## config.mk

```make
export PLATFORM = sky130hd
export DESIGN_NAME = hazard_scoreboard
export DESIGN_NICKNAME = d
export VERILOG_FILES = /design/src/rtl/hazard_scoreboard.sv
export SDC_FILE = /design/constraint.sdc
export NUM_CORES = 1
export LEC_CHECK = 0
export ABC_AREA = 1
export CAP_MARGIN = 20
export CORE_MARGIN = 2
export CORE_UTILIZATION = 45
export CTS_CLUSTER_SIZE = 14
export DETAILED_ROUTE_END_ITERATION = 12
export DONT_BUFFER_PORTS = 1
export PLACE_DENSITY_LB_ADDON = 0.1
export SLEW_MARGIN = 5
export SYNTH_ARGS = -nofsm -noshare
export SYNTH_HDL_FRONTEND = slang
export SYNTH_SLANG_ARGS = --single-unit
export TNS_END_PERCENT = 1
```

## constraint.sdc

```tcl
create_clock -name clk -period 1.8 [get_ports clk]
set_clock_uncertainty 0.2 [all_clocks]
set_input_delay 0.36 -clock clk [delete_from_list [all_inputs] [get_ports clk]]
set_output_delay 0.36 -clock clk [all_outputs]
set_load 0.02 [all_outputs]
```

## src/rtl/hazard_scoreboard.sv

```systemverilog
// hazard_scoreboard: forwarding-select and load-use interlock unit
// tracking in-flight register writes across DEPTH post-decode stages.
module hazard_scoreboard #(
  parameter int DEPTH      = 3,
  parameter int NRS        = 2,
  parameter int RA_W       = 5,
  parameter int ALU_AVAIL  = 1,
  parameter int LOAD_AVAIL = 2,
  parameter int KILL_DEPTH = 1,
  parameter int CNT_W      = 16,
  localparam int SEL_W     = $clog2(DEPTH + 1)
) (
  input  logic                 clk,
  input  logic                 reset,
  input  logic                 dec_valid,
  input  logic                 dec_we,
  input  logic                 dec_is_load,
  input  logic [RA_W-1:0]      dec_rd,
  input  logic [NRS*RA_W-1:0]  dec_rs,
  input  logic [NRS-1:0]       dec_rs_used,
  input  logic                 ext_stall,
  input  logic                 flush,
  output logic [NRS*SEL_W-1:0] fwd_sel,
  output logic                 hazard_stall,
  output logic                 retire_valid,
  output logic [RA_W-1:0]      retire_rd,
  output logic [CNT_W-1:0]     stall_count
);

  typedef struct packed {
    logic            v;
    logic            we;
    logic            ld;
    logic [RA_W-1:0] rd;
  } ent_t;

  ent_t ent [1:DEPTH];
  ent_t dec_ent;
  logic haz;
  logic insert;

  assign dec_ent = '{v: 1'b1, we: dec_we, ld: dec_is_load, rd: dec_rd};

  // youngest matching stage decides; an unready one stalls, never falls back
  always_comb begin
    logic hit;
    fwd_sel = '0;
    haz     = 1'b0;
    hit     = 1'b0;
    for (int i = 0; i < NRS; i++) begin
      hit = 1'b0;
      for (int k = 1; k <= DEPTH; k++) begin
        if (!hit && dec_valid && dec_rs_used[i] &&
            dec_rs[i*RA_W +: RA_W] != '0 &&
            ent[k].v && ent[k].we &&
            ent[k].rd == dec_rs[i*RA_W +: RA_W]) begin
          hit = 1'b1;
          if (k >= (ent[k].ld ? LOAD_AVAIL : ALU_AVAIL))
            fwd_sel[i*SEL_W +: SEL_W] = SEL_W'(k);
          else
            haz = 1'b1;
        end
      end
    end
  end

  assign hazard_stall = haz & ~flush;
  assign insert       = dec_valid & ~hazard_stall & ~flush;

  always_ff @(posedge clk or negedge reset) begin
    if (!reset) begin
      for (int k = 1; k <= DEPTH; k++)
        ent[k] <= '0;
      stall_count <= '0;
    end else if (ext_stall) begin
      if (flush)
        for (int k = 1; k <= KILL_DEPTH; k++)
          ent[k].v <= 1'b0;
    end else begin
      for (int k = 2; k <= DEPTH; k++)
        ent[k] <= ent[k-1];
      ent[1] <= insert ? dec_ent : '0;
      // killed entries still travel down, just invalidated
      if (flush)
        for (int k = 1; k <= KILL_DEPTH; k++)
          ent[k+1].v <= 1'b0;
      if (hazard_stall && !(&stall_count))
        stall_count <= stall_count + 1'b1;
    end
  end

  assign retire_valid = ent[DEPTH].v & ent[DEPTH].we;
  assign retire_rd    = ent[DEPTH].rd;

endmodule

```

# Word-level counts from Yosys, hierarchy flattened
# Index checks and enable logic that the tools add are counted.
# W data, S select, Z words.
[op_classes]
add_sub_neg = 1
order_cmp = 3
n_eq_ne = 6
n_mux = 33
bitwise_logic = 7
n_reduce_logical = 44
[op_table]
columns = ["cell", "count"]
rows = [
  ["$logic_and A1 B1 Y1", 35],
  ["$eq A5 B5 Y1", 6],
  ["$mux W2", 12],
  ["$mux W1", 20],
  ["$add A16 B1 Y16 const B", 1],
  ["$reduce_and A16 Y1", 1],
  ["$reduce_bool A5 Y1", 2],
  ["$mux W8", 1],
  ["$logic_not A1 Y1", 5],
  ["$and A1 B1 Y1", 4],
  ["$ge A2 B2 Y1 const A", 2],
  ["$not A1 Y1", 3],
  ["$ge A1 B2 Y1 const A", 1],
  ["$reduce_and A2 Y1", 1],
]
[word_totals]
register_bits = 40
inputBits = 24
output_inout_bits = 27
word_cells = 107

# Logic depth before layout (Yosys ltp)
# Gate-level depths: netlist (run 1).
[depth]
word_depth = 34
mapped_depth = 13
depth_no_buf = 12

# Least setup slack after synthesis (run 1)
# OpenSTA, ideal clock, no wires.
[synth_path]
path_kind = "reg2reg"
start = "register stall_count[0]"
end = "register stall_count[11]"
setup_ns = 0.118
arrival_time_ns = 1.563
required_ns = 1.482
setup_slack_ns = -0.080
path_stages_with_launch = 12
path_buffers = 1
synth_period_minus_slack_ns = 1.880
path_cell_list = "dfrtp_1 -> ha_1 -> nand2_1 -> nor2_2 -> nand4_1 -> nand2_1 -> inv_2 -> nand3_4 -> inv_2 -> buf_6 -> nand3b_1 -> nand2_1"
[synth_between]
elab_chain_len = 4
word_cells_on_any_way = 5
classes_between = "add/sub: 1; reduce/logical: 4"
[synth_rtl]
columns = ["item", "line", "rtl"]
rows = [
  ["start: declaration", "27", "output logic [CNT_W-1:0] stall_count"],
  ["start signal: assignment", "88", "stall_count <= stall_count + 1'b1;"],
  ["parallel branches: the longest is 4 deep, another holds $add A16 B1 Y16", "n/a", ""],
]
# Several ways; the timed one is not identified.
# A chain may end at the register's enable or synchronous reset.

# Final worst setup path (run 1)
[layout_path]
start = "register ent[23] (netlist bit)"
end = "output fwd_sel[2]"
[layout_between]
elab_chain_len = 20
word_cells_on_any_way = 24
classes_between = "mux: 7; reduce/logical: 17"
[layout_rtl]
columns = ["item", "line", "rtl"]
rows = [
  ["start: declaration", "37", "ent_t ent [1:DEPTH];"],
  ["start signal: indexed assignment", "81", "ent[k] <= ent[k-1];"],
  ["$logic_and A1 B1 Y1 (*)", "54", "dec_rs[i*RA_W +: RA_W] != '0 &&"],
  ["$logic_and A1 B1 Y1 (*) (2 in a row)", "55", "ent[k].v && ent[k].we &&"],
  ["$mux W1", "53", "if (!hit && dec_valid && dec_rs_used[i] &&"],
  ["$logic_not A1 Y1", "53", ""],
  ["$logic_and A1 B1 Y1 (3 in a row)", "53", ""],
  ["$logic_and A1 B1 Y1", "54", ""],
  ["$logic_and A1 B1 Y1 (2 in a row)", "55", ""],
  ["$mux W1", "53", ""],
  ["$logic_not A1 Y1", "53", ""],
  ["$logic_and A1 B1 Y1 (3 in a row)", "53", ""],
  ["$logic_and A1 B1 Y1", "54", ""],
  ["$logic_and A1 B1 Y1 (2 in a row)", "55", ""],
  ["$mux W2 (*)", "53", ""],
  ["end: declaration", "23", "output logic [NRS*SEL_W-1:0] fwd_sel,"],
]
# Mark *: on every way between the ends. The rest lies on a longest branch, timed or not.

==> tab_implementation.tex, run 1 <==
\begin{tabular}{lr}
\hline
Metric & Value \\
\hline
\multicolumn{2}{l}{\textbf{Power and ir drop}} \\
\quad Switch share & 0.257 \\
\quad Leakage component of the power & 0.00151 uW \\
\quad Part of the power in registers & 0.486 \\
\quad Peak ir drop on the vdd network & between 400 and 500 uV \\
\quad Switching Power & roughly 500 uW \\
\quad Portion of total power attributed to combinational logic & 0.135 \\
\quad Power per cell area & 631 nW/um\^{}2 \\
\quad Internal power contribution & roughly 1400 uW \\
\quad Share of power burned in the clock network & 0.379 \\
\multicolumn{2}{l}{\textbf{Setup path}} \\
\quad Crit path arrival time & 1570 ps \\
\quad Ordered cell list for the critical path & nand2\_1, a21oi\_1, nand2\_1, nor2\_2, nand3\_2, nand2\_2, nor2\_1, nand2\_1, o21ai\_1, buf\_4 \\
\quad Highest net fanout along the worst path & 3 \\
\quad Critical path start-end classification & reg -> out \\
\quad Crit-path most repeated cell & sky130\_fd\_sc\_hd\_\_nand2\_1 \\
\quad Startpoint types & register \\
\quad Nature of the critical path endpoint & output port \\
\quad Data required, critical path & $\sim$1200 ps \\
\quad Kind of cell adding the most delay to the critical path & simple AND/OR/NAND/NOR gates \\
\quad Buffers plus inverters on the worst setup path & 1 \\
\quad Library cell contributing the largest single delay on the critical path & sky130\_fd\_sc\_hd\_\_dfrtp\_1 \\
\quad Largest incremental delay on the critical path & about 350 ps \\
\multicolumn{2}{l}{\textbf{Detailed routing}} \\
\quad Initial DRC Count & 78 \\
\quad Wire per inst & 13.5 um \\
\quad Post-detailed-routing wire length & 6.15 mm \\
\quad First-pass DRT Iterations & 4 \\
\quad DRC violations left & 0 \\
\quad Remaining number of nets flagged by the antenna check after routing & 0 \\
\quad Via count normalized by instance count & 4.95 \\
\quad Via count of the routed design & 2,264 \\
\multicolumn{2}{l}{\textbf{Synthesis}} \\
\quad Dominant combinational cell family by area after synthesis & simple AND/OR/NAND/NOR gates \\
\quad Cells after synthesis & 333 \\
\quad Post-synthesis share of cell area spent on full adders, half adders and majority gates & 0.00538 \\
\quad Largest area contributor in the netlist & sky130\_fd\_sc\_hd\_\_dfrtp\_1 \\
\quad Xor and xnor fraction of the mapped netlist area & 0.0151 \\
\quad Top cell type's share of synthesized area & 0.409 \\
\quad Leading register cell type out of synthesis & sky130\_fd\_sc\_hd\_\_dfrtp\_1 \\
\quad Synthesis-stage register bit count & 38 \\
\quad Post-synth EDFFs & 0 \\
\quad Most numerous cell in the Yosys netlist & sky130\_fd\_sc\_hd\_\_nand2\_1 \\
\quad Multiplexer share of the synthesized area & 0 \\
\quad Share of async-settable or async-resettable flops after synthesis & 1.00 \\
\quad Area fraction in compound gates after synthesis & 0.126 \\
\quad Summed instance area of the synthesized netlist & 2320 sq um \\
\quad Net count of the mapped netlist & 358 \\
\quad Cell variety after synth & 26 \\
\quad Share of synthesized cell area in and, or, nand and nor gates & 0.323 \\
\quad Sequential share of the synthesized area & 0.409 \\
\quad Average footprint of a synthesized cell & 6.98 sq um \\
\quad Number of warning messages in the yosys log & 0 \\
\quad Leading cell types by count after synthesis & sky130\_fd\_sc\_hd\_\_nand2\_1 (97), sky130\_fd\_sc\_hd\_\_inv\_1 (47), sky130\_fd\_sc\_hd\_\_dfrtp\_1 (38) \\
\quad Cell types occupying the most area after synthesis & sky130\_fd\_sc\_hd\_\_dfrtp\_1 (41\%), sky130\_fd\_sc\_hd\_\_nand2\_1 (16\%), sky130\_fd\_sc\_hd\_\_inv\_1 (7.6\%) \\
\multicolumn{2}{l}{\textbf{Timing}} \\
\quad Post-route setup slack & -328 ps \\
\quad Unrepaired setup endpoints after global routing & true \\
\quad Worst Tran Pin Value & 629 ps \\
\quad Maximum clock frequency & 470 MHz \\
\quad Pins over their slew limit & 0 \\
\quad Slew HR & 0.579 \\
\quad Period utilization & 1.18 \\
\quad Final number of setup-violating endpoints & 5 \\
\quad Number of hold violations in the final report & 0 \\
\quad Hold WS & 4.03 ps \\
\quad Period minus WS final & about 2100 ps \\
\multicolumn{2}{l}{\textbf{Die}} \\
\quad Effective utilization at floorplan & 0.461 \\
\quad Die outline height & 75.9 um \\
\quad Area of the placeable core & 5040 sq um \\
\quad Boundary pin count & 51 \\
\quad Total Die Area & approximately 5800 sq um \\
\quad Horiz. Die Dim & 75.9 um \\
\quad Site row count & 26 \\
\multicolumn{2}{l}{\textbf{Layout}} \\
\quad Antenna diode count & 0 \\
\quad Number of fill cells & 522 \\
\quad Area of all placed cells without fillers & 3000 sq um \\
\quad Area growth syn-to-layout & 28.8\% \\
\quad Share of final-layout standard cells stronger than drive strength 1 & 0.276 \\
\quad Nets@finish & around 400 \\
\multicolumn{2}{l}{\textbf{Run status}} \\
\quad Failing checks & setup timing \\
\quad Result of the run & finished with violations \\
\multicolumn{2}{l}{\textbf{Global routing}} \\
\quad Wire length of the first global-routing pass & 9.49 mm \\
\quad Number of antenna violations at the first check in global routing & 0 \\
\quad Maximum number of pins on one net before global-route repair & 39 \\
\quad Total routing usage reported by global routing & 0.224 \\
\quad Residual overflow from global routing & 0 \\
\quad Vias in the first global route & 2,047 \\
\multicolumn{2}{l}{\textbf{Placed design}} \\
\quad Gp weighted congestion & 0.929 \\
\quad Standard cell area after detailed placement & 2730 sq um \\
\quad Count of input and output buffers & 0 \\
\quad Final HPWL DP & 4.65 mm \\
\multicolumn{2}{l}{\textbf{Clocking}} \\
\quad Clock insertion delay at the later pin of the skew report & 290 ps \\
\quad Number of sinks on the clock net & 38 \\
\quad TritonCTS buffer count & 5 \\
\quad Largest buffer count on any clock path & 2 \\
\quad Maximum level of the CTS H-tree & 2 \\
\quad Root buffer cell & sky130\_fd\_sc\_hd\_\_clkbuf\_8 \\
\quad CTS clk-pin slew, worst paths & 80 ps \\
\quad TritonCTS clock tree & built \\
\multicolumn{2}{l}{\textbf{Job}} \\
\quad MaxCap Viol Count & 0 \\
\multicolumn{2}{l}{\textbf{Hold path}} \\
\quad Min-Delay Path Class & in -> reg \\
\hline
\end{tabular}
-- per-stage QoR --
step | setup slack (ps) | util | TNS, ps | total power, uW | std cells
6_report | -328 | 0.594 | -1460 | 1890 | 457
2_1_floorplan | -64.1 | - | -495 | 1080 | 333
3_3_place_gp | -52.1 | 0.542 | -110 | 1140 | 443
5_1_grt | -441 | 0.594 | -2650 | 1980 | 457
3_5_place_dp | -60.6 | 0.542 | -108 | 1140 | 443
4_1_cts | -342 | 0.578 | -1540 | 1900 | 457
-- flip-flops by register name (all words and copies together) (netlist names) --
| register | cells |
|---|---|
| stall_count | 16 |
| ent | 17 |
| retire_rd | 5 |
-- layout make-up --
class	count	area [sq um]	share of cell area
clock inverter	3	40.0	0.0134
inverter	55	209	0.0698
tap	70	87.6	0.0292
clock buffer	5	68.8	0.0230
multi-input combinational	229	1170	0.392
sequential	38	952	0.318
timing repair buffer	57	464	0.155
-- worst paths after layout --
check,startpoint,end,slack (ps),cells past startpoint
worst max-delay path,ent[23],fwd_sel[2],-330,10
worst min-delay path,ext_stall,ent[14],4,2
worst min register to register,ent[6],ent[6],280,2
min in group asynchronous,reset,stall_count[13],330,2
worst max register to register,ent[23],stall_count[14],40,10
max in group asynchronous,reset,stall_count[0],850,2
-- placed cells by master (no fill, tap or decap) --
cell                             n
sky130_fd_sc_hd__o21ai_1         7
sky130_fd_sc_hd__nand3b_1        4
sky130_fd_sc_hd__inv_2          13
sky130_fd_sc_hd__nor3_1          1
sky130_fd_sc_hd__nand3_2         3
sky130_fd_sc_hd__buf_12          2
sky130_fd_sc_hd__dfrtp_2         1
sky130_fd_sc_hd__nor2_4          1
sky130_fd_sc_hd__o21ai_2         3
sky130_fd_sc_hd__nor3_2          1
sky130_fd_sc_hd__xor2_1          3
sky130_fd_sc_hd__clkinv_2        2
sky130_fd_sc_hd__nand4_1         5
sky130_fd_sc_hd__ha_2            1
sky130_fd_sc_hd__nor2_2          7
sky130_fd_sc_hd__nand2_2         5
sky130_fd_sc_hd__dfrtp_1        37
sky130_fd_sc_hd__a21oi_1         6
sky130_fd_sc_hd__nand2_4         1
sky130_fd_sc_hd__bufinv_16       1
sky130_fd_sc_hd__nand2_1        92
sky130_fd_sc_hd__a211oi_2        1
sky130_fd_sc_hd__inv_1          41
sky130_fd_sc_hd__a21oi_2         3
sky130_fd_sc_hd__o21ai_0        21
sky130_fd_sc_hd__nand3_4         1
sky130_fd_sc_hd__inv_4           1
sky130_fd_sc_hd__buf_6           1
sky130_fd_sc_hd__o22ai_1        11
sky130_fd_sc_hd__clkbuf_8        5
sky130_fd_sc_hd__dlygate4sd3_1   3
sky130_fd_sc_hd__nor3_4          1
sky130_fd_sc_hd__a221oi_2        2
sky130_fd_sc_hd__nor2_1         27
sky130_fd_sc_hd__buf_4          51
sky130_fd_sc_hd__xnor2_1         1
sky130_fd_sc_hd__nand3_1        21
-- worst reg2reg max path, stage by stage, from the launching register on --
cell	delay, ps
sky130_fd_sc_hd__dfrtp_1	350
sky130_fd_sc_hd__nand2_1	100
sky130_fd_sc_hd__a21oi_2	120
sky130_fd_sc_hd__nand2_1	70
sky130_fd_sc_hd__nor2_2	90
sky130_fd_sc_hd__nand3_2	130
sky130_fd_sc_hd__nand2_4	130
sky130_fd_sc_hd__nand3_4	100
sky130_fd_sc_hd__buf_12	160
sky130_fd_sc_hd__o21ai_2	120
sky130_fd_sc_hd__nand2_1	70
-- what timing repair did --
action / 4_1_cts / 5_1_grt
pin swaps: 3 / 5
hold endpoints to repair: 51 / 0
setup buffers: 2 / 0
hold buffers: 4 / 0
gates resized for setup: 7 / 26
setup endpoints to repair: 5 / 26
-- cell families after synthesis --
logic type	count (synthesis)
AOI/OAI and AO/OA	54
xor gates and xnor gates	4
adders and majority gates	1
buffers and inverters	66
DFF	38
and+or+nand+nor	170
-- power by group through the flow --
stage	Sequential, uW	Clock, uW	Combinational [uW]
floorplan	929	0	148
global placement	934	0	208
detailed placement	935	0	208
CTS	917	733	250
global route	923	762	290
finish	919	716	256
-- per-layer routing --
metal  vias up  part of all wire  track usage
li1       1162                 -            -
met1      1052              0.43        0.275
met2        47              0.52        0.402
met3         3             0.042       0.0450
met4         0            0.0065       0.0526
met5         -                 0            0
Note: power is estimated with default switching activity, not from simulation.
==> run 2: changes to the inputs <==
--- a/config.mk
+++ b/config.mk
@@ -8,7 +8,7 @@
 export ABC_AREA = 1
 export CAP_MARGIN = 20
 export CORE_MARGIN = 2
-export CORE_UTILIZATION = 45
+export CORE_UTILIZATION = 55
 export CTS_CLUSTER_SIZE = 14
 export DETAILED_ROUTE_END_ITERATION = 12
 export DONT_BUFFER_PORTS = 1
==> run 2 against run 1 <==
Net effect: critical endpoint is now fwd_sel[0]; largest cell class unchanged; cell area is 1.3% lower; largest power group unchanged; worst hold slack about the same; critical path depth unchanged; critical path type unchanged; the run still ends with setup timing left.
==> tab_implementation.tex, run 2 (synthesized netlist as in run 1, its figures left out) <==
\begin{tabular}{lr}
\hline
Metric & Value \\
\hline
\multicolumn{2}{l}{\textbf{Setup path}} \\
\quad Setup slack of the most critical reg-to-reg path & 10 ps (was 40 ps) \\
\quad Cell depth of the worst flop-to-flop path & 11 (was 10) \\
\quad Data required, critical path & 1240 ps (about the same) \\
\quad Crit path arrival time & 1590 ps (was 1570 ps) \\
\quad Highest net fanout along the worst path & 3 (unchanged) \\
\quad Critical R2R Capture & stall\_count[11] (was stall\_count[14]) \\
\quad Nature of the critical path endpoint & output port (unchanged) \\
\quad Launch point of the worst reg-to-reg path & ent[23] (unchanged) \\
\quad Critical path start-end classification & reg -> out (unchanged) \\
\quad Startpoint types & register (unchanged) \\
\multicolumn{2}{l}{\textbf{Die}} \\
\quad Boundary pin count & 51 (unchanged) \\
\quad Die outline height & 69.0 um (was 75.9 um) \\
\quad Effective utilization at floorplan & 0.577 (was 0.461) \\
\quad Horiz. Die Dim & 69.0 um (was 75.9 um) \\
\quad Area of the placeable core & 4030 sq um (was 5040 sq um) \\
\quad Site row count & 23 (was 26) \\
\quad Total Die Area & 4760 sq um (was 5760 sq um) \\
\multicolumn{2}{l}{\textbf{Global routing}} \\
\quad Residual overflow from global routing & 0 (unchanged) \\
\quad Total routing usage reported by global routing & 0.270 (was 0.224) \\
\quad Most Crowded Layer GR & met2 (unchanged) \\
\quad Number of antenna violations at the first check in global routing & 0 (unchanged) \\
\quad Met3 global-route usage & 0.0614 (was 0.0450) \\
\quad Met2 Use GR & 0.463 (was 0.402) \\
\quad Met1 usage in global routing & 0.311 (was 0.275) \\
\quad Maximum number of pins on one net before global-route repair & 39 (unchanged) \\
\quad Vias in the first global route & 2,344 (was 2,047) \\
\quad Wire length of the first global-routing pass & 10.4 mm (was 9.49 mm) \\
\multicolumn{2}{l}{\textbf{Layout}} \\
\quad Max FFs per register & 17 (unchanged) \\
\quad Nets@finish & 411 (unchanged) \\
\quad Largest reg by FF count & ent (unchanged) \\
\quad Antenna diode count & 0 (unchanged) \\
\quad Share of final-layout standard cells stronger than drive strength 1 & 0.282 (was 0.276) \\
\quad Most common cell after layout, fill and taps aside & sky130\_fd\_sc\_hd\_\_nand2\_1 (unchanged) \\
\quad Area of all placed cells without fillers & 2960 sq um (was 3000 sq um) \\
\quad Area growth syn-to-layout & 27.2\% (was 28.8\%) \\
\quad Commonest non-fill, non-tap cells in the layout & sky130\_fd\_sc\_hd\_\_nand2\_1 (92), sky130\_fd\_sc\_hd\_\_buf\_4 (50), sky130\_fd\_sc\_hd\_\_inv\_1 (40) (was sky130\_fd\_sc\_hd\_\_nand2\_1 (92), sky130\_fd\_sc\_hd\_\_buf\_4 (51), sky130\_fd\_sc\_hd\_\_inv\_1 (41)) \\
\multicolumn{2}{l}{\textbf{Detailed routing}} \\
\quad Wire per inst & 14.2 um (was 13.5 um) \\
\quad First-pass DRT Iterations & 4 (unchanged) \\
\quad Initial DRC Count & 224 (was 78) \\
\quad DRC violations left & 0 (unchanged) \\
\quad Post-detailed-routing wire length & 6.22 mm (was 6.15 mm) \\
\quad Via count of the routed design & 2,368 (was 2,264) \\
\quad Remaining number of nets flagged by the antenna check after routing & 0 (unchanged) \\
\quad Via count normalized by instance count & 5.42 (was 4.95) \\
\multicolumn{2}{l}{\textbf{Timing}} \\
\quad Period utilization & 1.19 (was 1.18) \\
\quad Final total negative setup slack & -1490 ps (was -1460 ps) \\
\quad Pins over their slew limit & 0 (unchanged) \\
\quad Number of hold violations in the final report & 0 (unchanged) \\
\quad Maximum clock frequency & 466 MHz (was 470 MHz) \\
\quad Slew HR & 0.630 (was 0.579) \\
\quad Final number of setup-violating endpoints & 5 (unchanged) \\
\quad Unrepaired setup endpoints after global routing & true (unchanged) \\
\quad Period minus WS final & 2150 ps (was 2130 ps) \\
\quad Hold WS & 4.21 ps (was 4.03 ps) \\
\quad Worst Tran Pin Value & 553 ps (was 629 ps) \\
\quad Post-route setup slack & -346 ps (was -328 ps) \\
\multicolumn{2}{l}{\textbf{Placed design}} \\
\quad Standard cell area after detailed placement & 2650 sq um (was 2730 sq um) \\
\quad Count of input and output buffers & 0 (unchanged) \\
\quad Final HPWL DP & 4.47 mm (was 4.65 mm) \\
\quad Gp weighted congestion & 0.937 (was 0.929) \\
\multicolumn{2}{l}{\textbf{Clocking}} \\
\quad Root buffer cell & sky130\_fd\_sc\_hd\_\_clkbuf\_8 (unchanged) \\
\quad Maximum level of the CTS H-tree & 2 (unchanged) \\
\quad Number of sinks on the clock net & 38 (unchanged) \\
\quad CTS clk-pin slew, worst paths & 80 ps (about the same) \\
\quad TritonCTS clock tree & built (unchanged) \\
\quad Largest buffer count on any clock path & 2 (unchanged) \\
\quad TritonCTS buffer count & 5 (unchanged) \\
\quad Clock insertion delay at the later pin of the skew report & 290 ps (about the same) \\
\multicolumn{2}{l}{\textbf{Power and ir drop}} \\
\quad Part of the power in registers & 0.492 (was 0.486) \\
\quad Power per cell area & 632 nW/um\^{}2 (was 631 nW/um\^{}2) \\
\quad Internal power contribution & 1390 uW (was 1400 uW) \\
\quad Peak ir drop on the vdd network & 522 uV (was 466 uV) \\
\quad Leakage component of the power & 0.00149 uW (was 0.00151 uW) \\
\quad Share of power burned in the clock network & 0.366 (was 0.379) \\
\quad Switching Power & 482 uW (was 486 uW) \\
\quad Switch share & 0.257 (about the same) \\
\quad Portion of total power attributed to combinational logic & 0.142 (was 0.135) \\
\quad Total power & 1870 uW (was 1890 uW) \\
\multicolumn{2}{l}{\textbf{Run status}} \\
\quad Failing checks & setup timing (unchanged) \\
\quad Result of the run & finished with violations (unchanged) \\
\multicolumn{2}{l}{\textbf{Hold path}} \\
\quad Cell depth of the worst min-delay path & 2 (unchanged) \\
\quad Worst hold start & ext\_stall (unchanged) \\
\quad Min-Delay Path Class & in -> reg (unchanged) \\
\quad Worst Hold Path EP & ent[6] (was ent[14]) \\
\multicolumn{2}{l}{\textbf{Job}} \\
\quad MaxCap Viol Count & 0 (unchanged) \\
\hline
\end{tabular}
## run 2: changes by cell type in the layout (fill, tap and decap cells not counted), sizes merged
cell,previous run,this run
clkinv,2,0
clkbuf,5,8
bufinv,1,0
## run 2: cell type report
| class | count | area (sq um) |
|---|---|---|
| timing repair buffer | 57 | 459 |
| tap | 50 | 62.6 |
| multi-input combinational | 229 | 1160 |
| fill | 346 | 1070 |
| inverter | 55 | 209 |
| sequential | 38 | 956 |
| clock buffer | 8 | 110 |
## run 2: metal layers
layer / vias to the layer above / wire (um)
li1: 1163 / -
met1: 1080 / 2360
met2: 99 / 3200
met3: 26 / 410
met4: 0 / 251
met5: - / 0
## run 2: worst max-delay path, cell delays in order, from the launching register on
cell                      delay, ps
sky130_fd_sc_hd__dfrtp_1        410
sky130_fd_sc_hd__inv_2           70
sky130_fd_sc_hd__a21oi_2        120
sky130_fd_sc_hd__nand2_1         70
sky130_fd_sc_hd__nor2_2          90
sky130_fd_sc_hd__nand3_2        120
sky130_fd_sc_hd__nand2_2        100
sky130_fd_sc_hd__nor2_1          40
sky130_fd_sc_hd__nand2_1         60
sky130_fd_sc_hd__o21ai_1         60
sky130_fd_sc_hd__buf_4          160
## run 2: worst max path at each step
stage                               from  depth (start not counted)              end  slack, ps
after floorplan           stall_count[1]                         11  stall_count[11]        -60
after global placement           ent[17]                         10       fwd_sel[2]        -10
after detailed placement         ent[20]                         11       fwd_sel[0]        -30
after CTS                        ent[20]                         11       fwd_sel[0]       -330
after global routing             ent[19]                         10       fwd_sel[0]       -480
final                            ent[19]                         10       fwd_sel[0]       -350
## run 2: repair_timing
action	4_1_cts	5_1_grt
setup endpoints to repair	5	27
hold buffers	3	1
endpoints found under the hold margin	47	1
setup buffers	0	8
pin swaps	2	13
resized for setup	7	31
## run 2: metrics by stage
step,setup slack [ps],utilization,cells
finish,-346,0.734,437
global route,-483,0.734,437
CTS,-332,0.699,428
detailed placement,-27.6,0.658,417
global placement,-12.6,0.658,417
floorplan,-64.1,-,333
## run 2: power groups by stage
stage	sequential, uW	combinational (uW)	clock [uW]
detailed placement	935	199	0
global placement	934	198	0
CTS	919	234	700
global route	925	296	735
finish	921	266	685
floorplan	929	148	0
==> run 3: changes to the inputs <==
--- a/config.mk
+++ b/config.mk
@@ -7,11 +7,12 @@
 export LEC_CHECK = 0
 export ABC_AREA = 1
 export CAP_MARGIN = 20
-export CORE_MARGIN = 2
+export CORE_MARGIN = 4
 export CORE_UTILIZATION = 55
 export CTS_CLUSTER_SIZE = 14
 export DETAILED_ROUTE_END_ITERATION = 12
 export DONT_BUFFER_PORTS = 1
+export GPL_ROUTABILITY_DRIVEN = 0
 export PLACE_DENSITY_LB_ADDON = 0.1
 export SLEW_MARGIN = 5
 export SYNTH_ARGS = -nofsm -noshare
==> run 3 against run 2 <==
Net effect: the flow still finishes with violations (setup timing); clock power increased by 30%; via count shrank 1.1%; utilization about the same; largest power group unchanged; register-to-register slack got worse by 160 ps.
==> tab_implementation.tex, run 3 (synthesized netlist as in run 1, its figures left out) <==
\begin{tabular}{lr}
\hline
Metric & Value \\
\hline
\multicolumn{2}{l}{\textbf{Setup path}} \\
\quad Startpoint types & register (unchanged) \\
\quad Critical path start-end classification & reg -> out (unchanged) \\
\quad Data required, critical path & 1240 ps (about the same) \\
\quad Nature of the critical path endpoint & output port (unchanged) \\
\quad Crit-path most repeated cell & sky130\_fd\_sc\_hd\_\_nor2\_1 (was sky130\_fd\_sc\_hd\_\_nand2\_1) \\
\quad Cell depth of the worst flop-to-flop path & 11 (unchanged) \\
\quad Largest incremental delay on the critical path & 450 ps (was 410 ps) \\
\quad Launching element of the worst setup path & retire\_rd[3] (was ent[19]) \\
\quad Kind of cell adding the most delay to the critical path & simple AND/OR/NAND/NOR gates (unchanged) \\
\quad Crit path arrival time & 1660 ps (was 1590 ps) \\
\quad Setup slack of the most critical reg-to-reg path & -150 ps (was 10 ps) \\
\quad Launch point of the worst reg-to-reg path & ent[22] (was ent[23]) \\
\quad Highest net fanout along the worst path & 4 (was 3) \\
\quad Critical R2R Capture & stall\_count[13] (was stall\_count[11]) \\
\quad Library cell contributing the largest single delay on the critical path & sky130\_fd\_sc\_hd\_\_dfrtp\_2 (was sky130\_fd\_sc\_hd\_\_dfrtp\_1) \\
\quad Ordered cell list for the critical path & inv\_2, o22ai\_2, nor2\_1, nand3\_1, nor2\_1, nand2\_1, o21ai\_1, buf\_4 (was inv\_2, a21oi\_2, nand2\_1, nor2\_2, nand3\_2, nand2\_2, nor2\_1, nand2\_1, o21ai\_1, buf\_4) \\
\quad Buffers plus inverters on the worst setup path & 2 (unchanged) \\
\multicolumn{2}{l}{\textbf{Clocking}} \\
\quad Largest buffer count on any clock path & 2 (unchanged) \\
\quad Clock insertion delay at the later pin of the skew report & 290 ps (about the same) \\
\quad Maximum level of the CTS H-tree & 2 (unchanged) \\
\quad Root buffer cell & sky130\_fd\_sc\_hd\_\_clkbuf\_8 (unchanged) \\
\quad CTS clk-pin slew, worst paths & 80 ps (about the same) \\
\quad Number of sinks on the clock net & 38 (unchanged) \\
\quad TritonCTS buffer count & 5 (unchanged) \\
\quad TritonCTS clock tree & built (unchanged) \\
\multicolumn{2}{l}{\textbf{Layout}} \\
\quad Nets@finish & 406 (was 411) \\
\quad Antenna diode count & 0 (unchanged) \\
\quad Max FFs per register & 17 (unchanged) \\
\quad Largest reg by FF count & ent (unchanged) \\
\quad Post-layout utilization of the core & 0.735 (was 0.734) \\
\quad Most common cell after layout, fill and taps aside & sky130\_fd\_sc\_hd\_\_nand2\_1 (unchanged) \\
\quad Commonest non-fill, non-tap cells in the layout & sky130\_fd\_sc\_hd\_\_nand2\_1 (90), sky130\_fd\_sc\_hd\_\_buf\_4 (47), sky130\_fd\_sc\_hd\_\_inv\_1 (37) (was sky130\_fd\_sc\_hd\_\_nand2\_1 (92), sky130\_fd\_sc\_hd\_\_buf\_4 (50), sky130\_fd\_sc\_hd\_\_inv\_1 (40)) \\
\quad Area of all placed cells without fillers & 2980 sq um (was 2960 sq um) \\
\quad Share of final-layout standard cells stronger than drive strength 1 & 0.291 (was 0.282) \\
\quad Number of fill cells & 341 (was 346) \\
\quad Area growth syn-to-layout & 28.2\% (was 27.2\%) \\
\multicolumn{2}{l}{\textbf{Placed design}} \\
\quad Count of input and output buffers & 0 (unchanged) \\
\quad Standard cell area after detailed placement & 2640 sq um (was 2650 sq um) \\
\quad Final HPWL DP & 4.52 mm (was 4.47 mm) \\
\multicolumn{2}{l}{\textbf{Timing}} \\
\quad Worst Tran Pin Value & 564 ps (was 553 ps) \\
\quad Unrepaired setup endpoints after global routing & true (unchanged) \\
\quad Maximum clock frequency & 450 MHz (was 466 MHz) \\
\quad Number of hold violations in the final report & 0 (unchanged) \\
\quad Final number of setup-violating endpoints & 26 (was 5) \\
\quad Period minus WS final & 2220 ps (was 2150 ps) \\
\quad Post-route setup slack & -422 ps (was -346 ps) \\
\quad Pins over their slew limit & 0 (unchanged) \\
\quad Period utilization & 1.23 (was 1.19) \\
\quad Final total negative setup slack & -3990 ps (was -1490 ps) \\
\quad Slew HR & 0.623 (was 0.630) \\
\multicolumn{2}{l}{\textbf{Power and ir drop}} \\
\quad Peak ir drop on the vdd network & 545 uV (was 522 uV) \\
\quad Total power & 2080 uW (was 1870 uW) \\
\quad Power per cell area & 697 nW/um\^{}2 (was 632 nW/um\^{}2) \\
\quad Leakage component of the power & 0.00149 uW (about the same) \\
\multicolumn{2}{l}{\textbf{Global routing}} \\
\quad Maximum number of pins on one net before global-route repair & 39 (unchanged) \\
\quad Number of antenna violations at the first check in global routing & 0 (unchanged) \\
\quad Residual overflow from global routing & 0 (unchanged) \\
\quad Total routing usage reported by global routing & 0.245 (was 0.270) \\
\quad Wire length of the first global-routing pass & 10.1 mm (was 10.4 mm) \\
\quad Vias in the first global route & 2,277 (was 2,344) \\
\multicolumn{2}{l}{\textbf{Run status}} \\
\quad Result of the run & finished with violations (unchanged) \\
\quad Failing checks & setup timing (unchanged) \\
\multicolumn{2}{l}{\textbf{Die}} \\
\quad Horiz. Die Dim & 73.0 um (was 69.0 um) \\
\quad Area of the placeable core & 4060 sq um (was 4030 sq um) \\
\quad Boundary pin count & 51 (unchanged) \\
\quad Total Die Area & 5330 sq um (was 4760 sq um) \\
\quad Die outline height & 73.0 um (was 69.0 um) \\
\quad Effective utilization at floorplan & 0.573 (was 0.577) \\
\quad Site row count & 23 (unchanged) \\
\multicolumn{2}{l}{\textbf{Detailed routing}} \\
\quad Remaining number of nets flagged by the antenna check after routing & 0 (unchanged) \\
\quad Via count of the routed design & 2,341 (was 2,368) \\
\quad Wire per inst & 14.7 um (was 14.2 um) \\
\quad Post-detailed-routing wire length & 6.34 mm (was 6.22 mm) \\
\quad DRC violations left & 0 (unchanged) \\
\quad Via count normalized by instance count & 5.42 (about the same) \\
\quad First-pass DRT Iterations & 5 (was 4) \\
\quad Initial DRC Count & 102 (was 224) \\
\multicolumn{2}{l}{\textbf{Hold path}} \\
\quad Worst hold start & ext\_stall (unchanged) \\
\quad Min-Delay Path Class & in -> reg (unchanged) \\
\quad Cell depth of the worst min-delay path & 1 (was 2) \\
\quad Worst Hold Path EP & ent[12] (was ent[6]) \\
\multicolumn{2}{l}{\textbf{Job}} \\
\quad MaxCap Viol Count & 0 (unchanged) \\
\hline
\end{tabular}
run 3: changes by cell type in the layout (fill, tap and decap cells not counted), sizes merged:
cell,previous run,this run
buf,54,49
bufinv,0,2
clkbuf,8,6
run 3: metrics by stage:
step	hold WS [ps]	worst slack, ps	cells
floorplan	-136	-64.1	333
global placement	-135	-13.0	414
detailed placement	-135	-55.1	414
CTS	2.76	-367	428
global route	0.758	-491	432
finish	2.45	-422	432
run 3: power by group:
group | internal [uW] | leakage, uW | switching, uW
combinational | 106 | 0.000921 | 155
sequential | 888 | 0.000499 | 35.6
clock | 591 | 0.0000714 | 301
total | 1590 | 0.00149 | 492
run 3: metal layers:
layer / GRT usage / wire length, um / vias up
met4: 0.0799 / 124 / 0
li1: - / - / 1153
met1: 0.286 / 2500 / 1080
met5: 0 / 0 / -
met2: 0.443 / 3350 / 92
met3: 0.0496 / 375 / 16
run 3: layout make-up:
cell class              count  area (sq um)  area share
clock buffers               6          82.6      0.0277
clock inverters             2          60.1      0.0202
inverters                  55           211      0.0709
multi-input cells         229          1180       0.398
flip-flops and latches     38           956       0.321
well taps                  50          62.6      0.0210
repair buffers             52           423       0.142
run 3: repair_timing:
action,4_1_cts,5_1_grt
setup buffers,2,4
pin swaps,4,17
hold endpoints to repair,48,0
endpoints found under the setup margin,5,27
gates resized for setup,7,36
hold buffers,4,0
run 3: worst register-to-register path: stages (launching register included):
cell and delay, ps:
sky130_fd_sc_hd__dfrtp_1 360, sky130_fd_sc_hd__nand2_1 110, sky130_fd_sc_hd__a21oi_2 140, sky130_fd_sc_hd__nand2_2 70, sky130_fd_sc_hd__nor2_2 120, sky130_fd_sc_hd__nand3_2 120, sky130_fd_sc_hd__buf_4 180, sky130_fd_sc_hd__nand2_8 90
sky130_fd_sc_hd__nand3_4 90, sky130_fd_sc_hd__buf_12 160, sky130_fd_sc_hd__o21ai_1 120, sky130_fd_sc_hd__nand2_1 60
run 3: worst max path at each step:
stage,endpoint,depth (start not counted)
global route,fwd_sel[2],8
detailed placement,fwd_sel[2],11
global placement,fwd_sel[0],11
CTS,fwd_sel[2],11
floorplan,stall_count[11],11
finish,fwd_sel[2],8
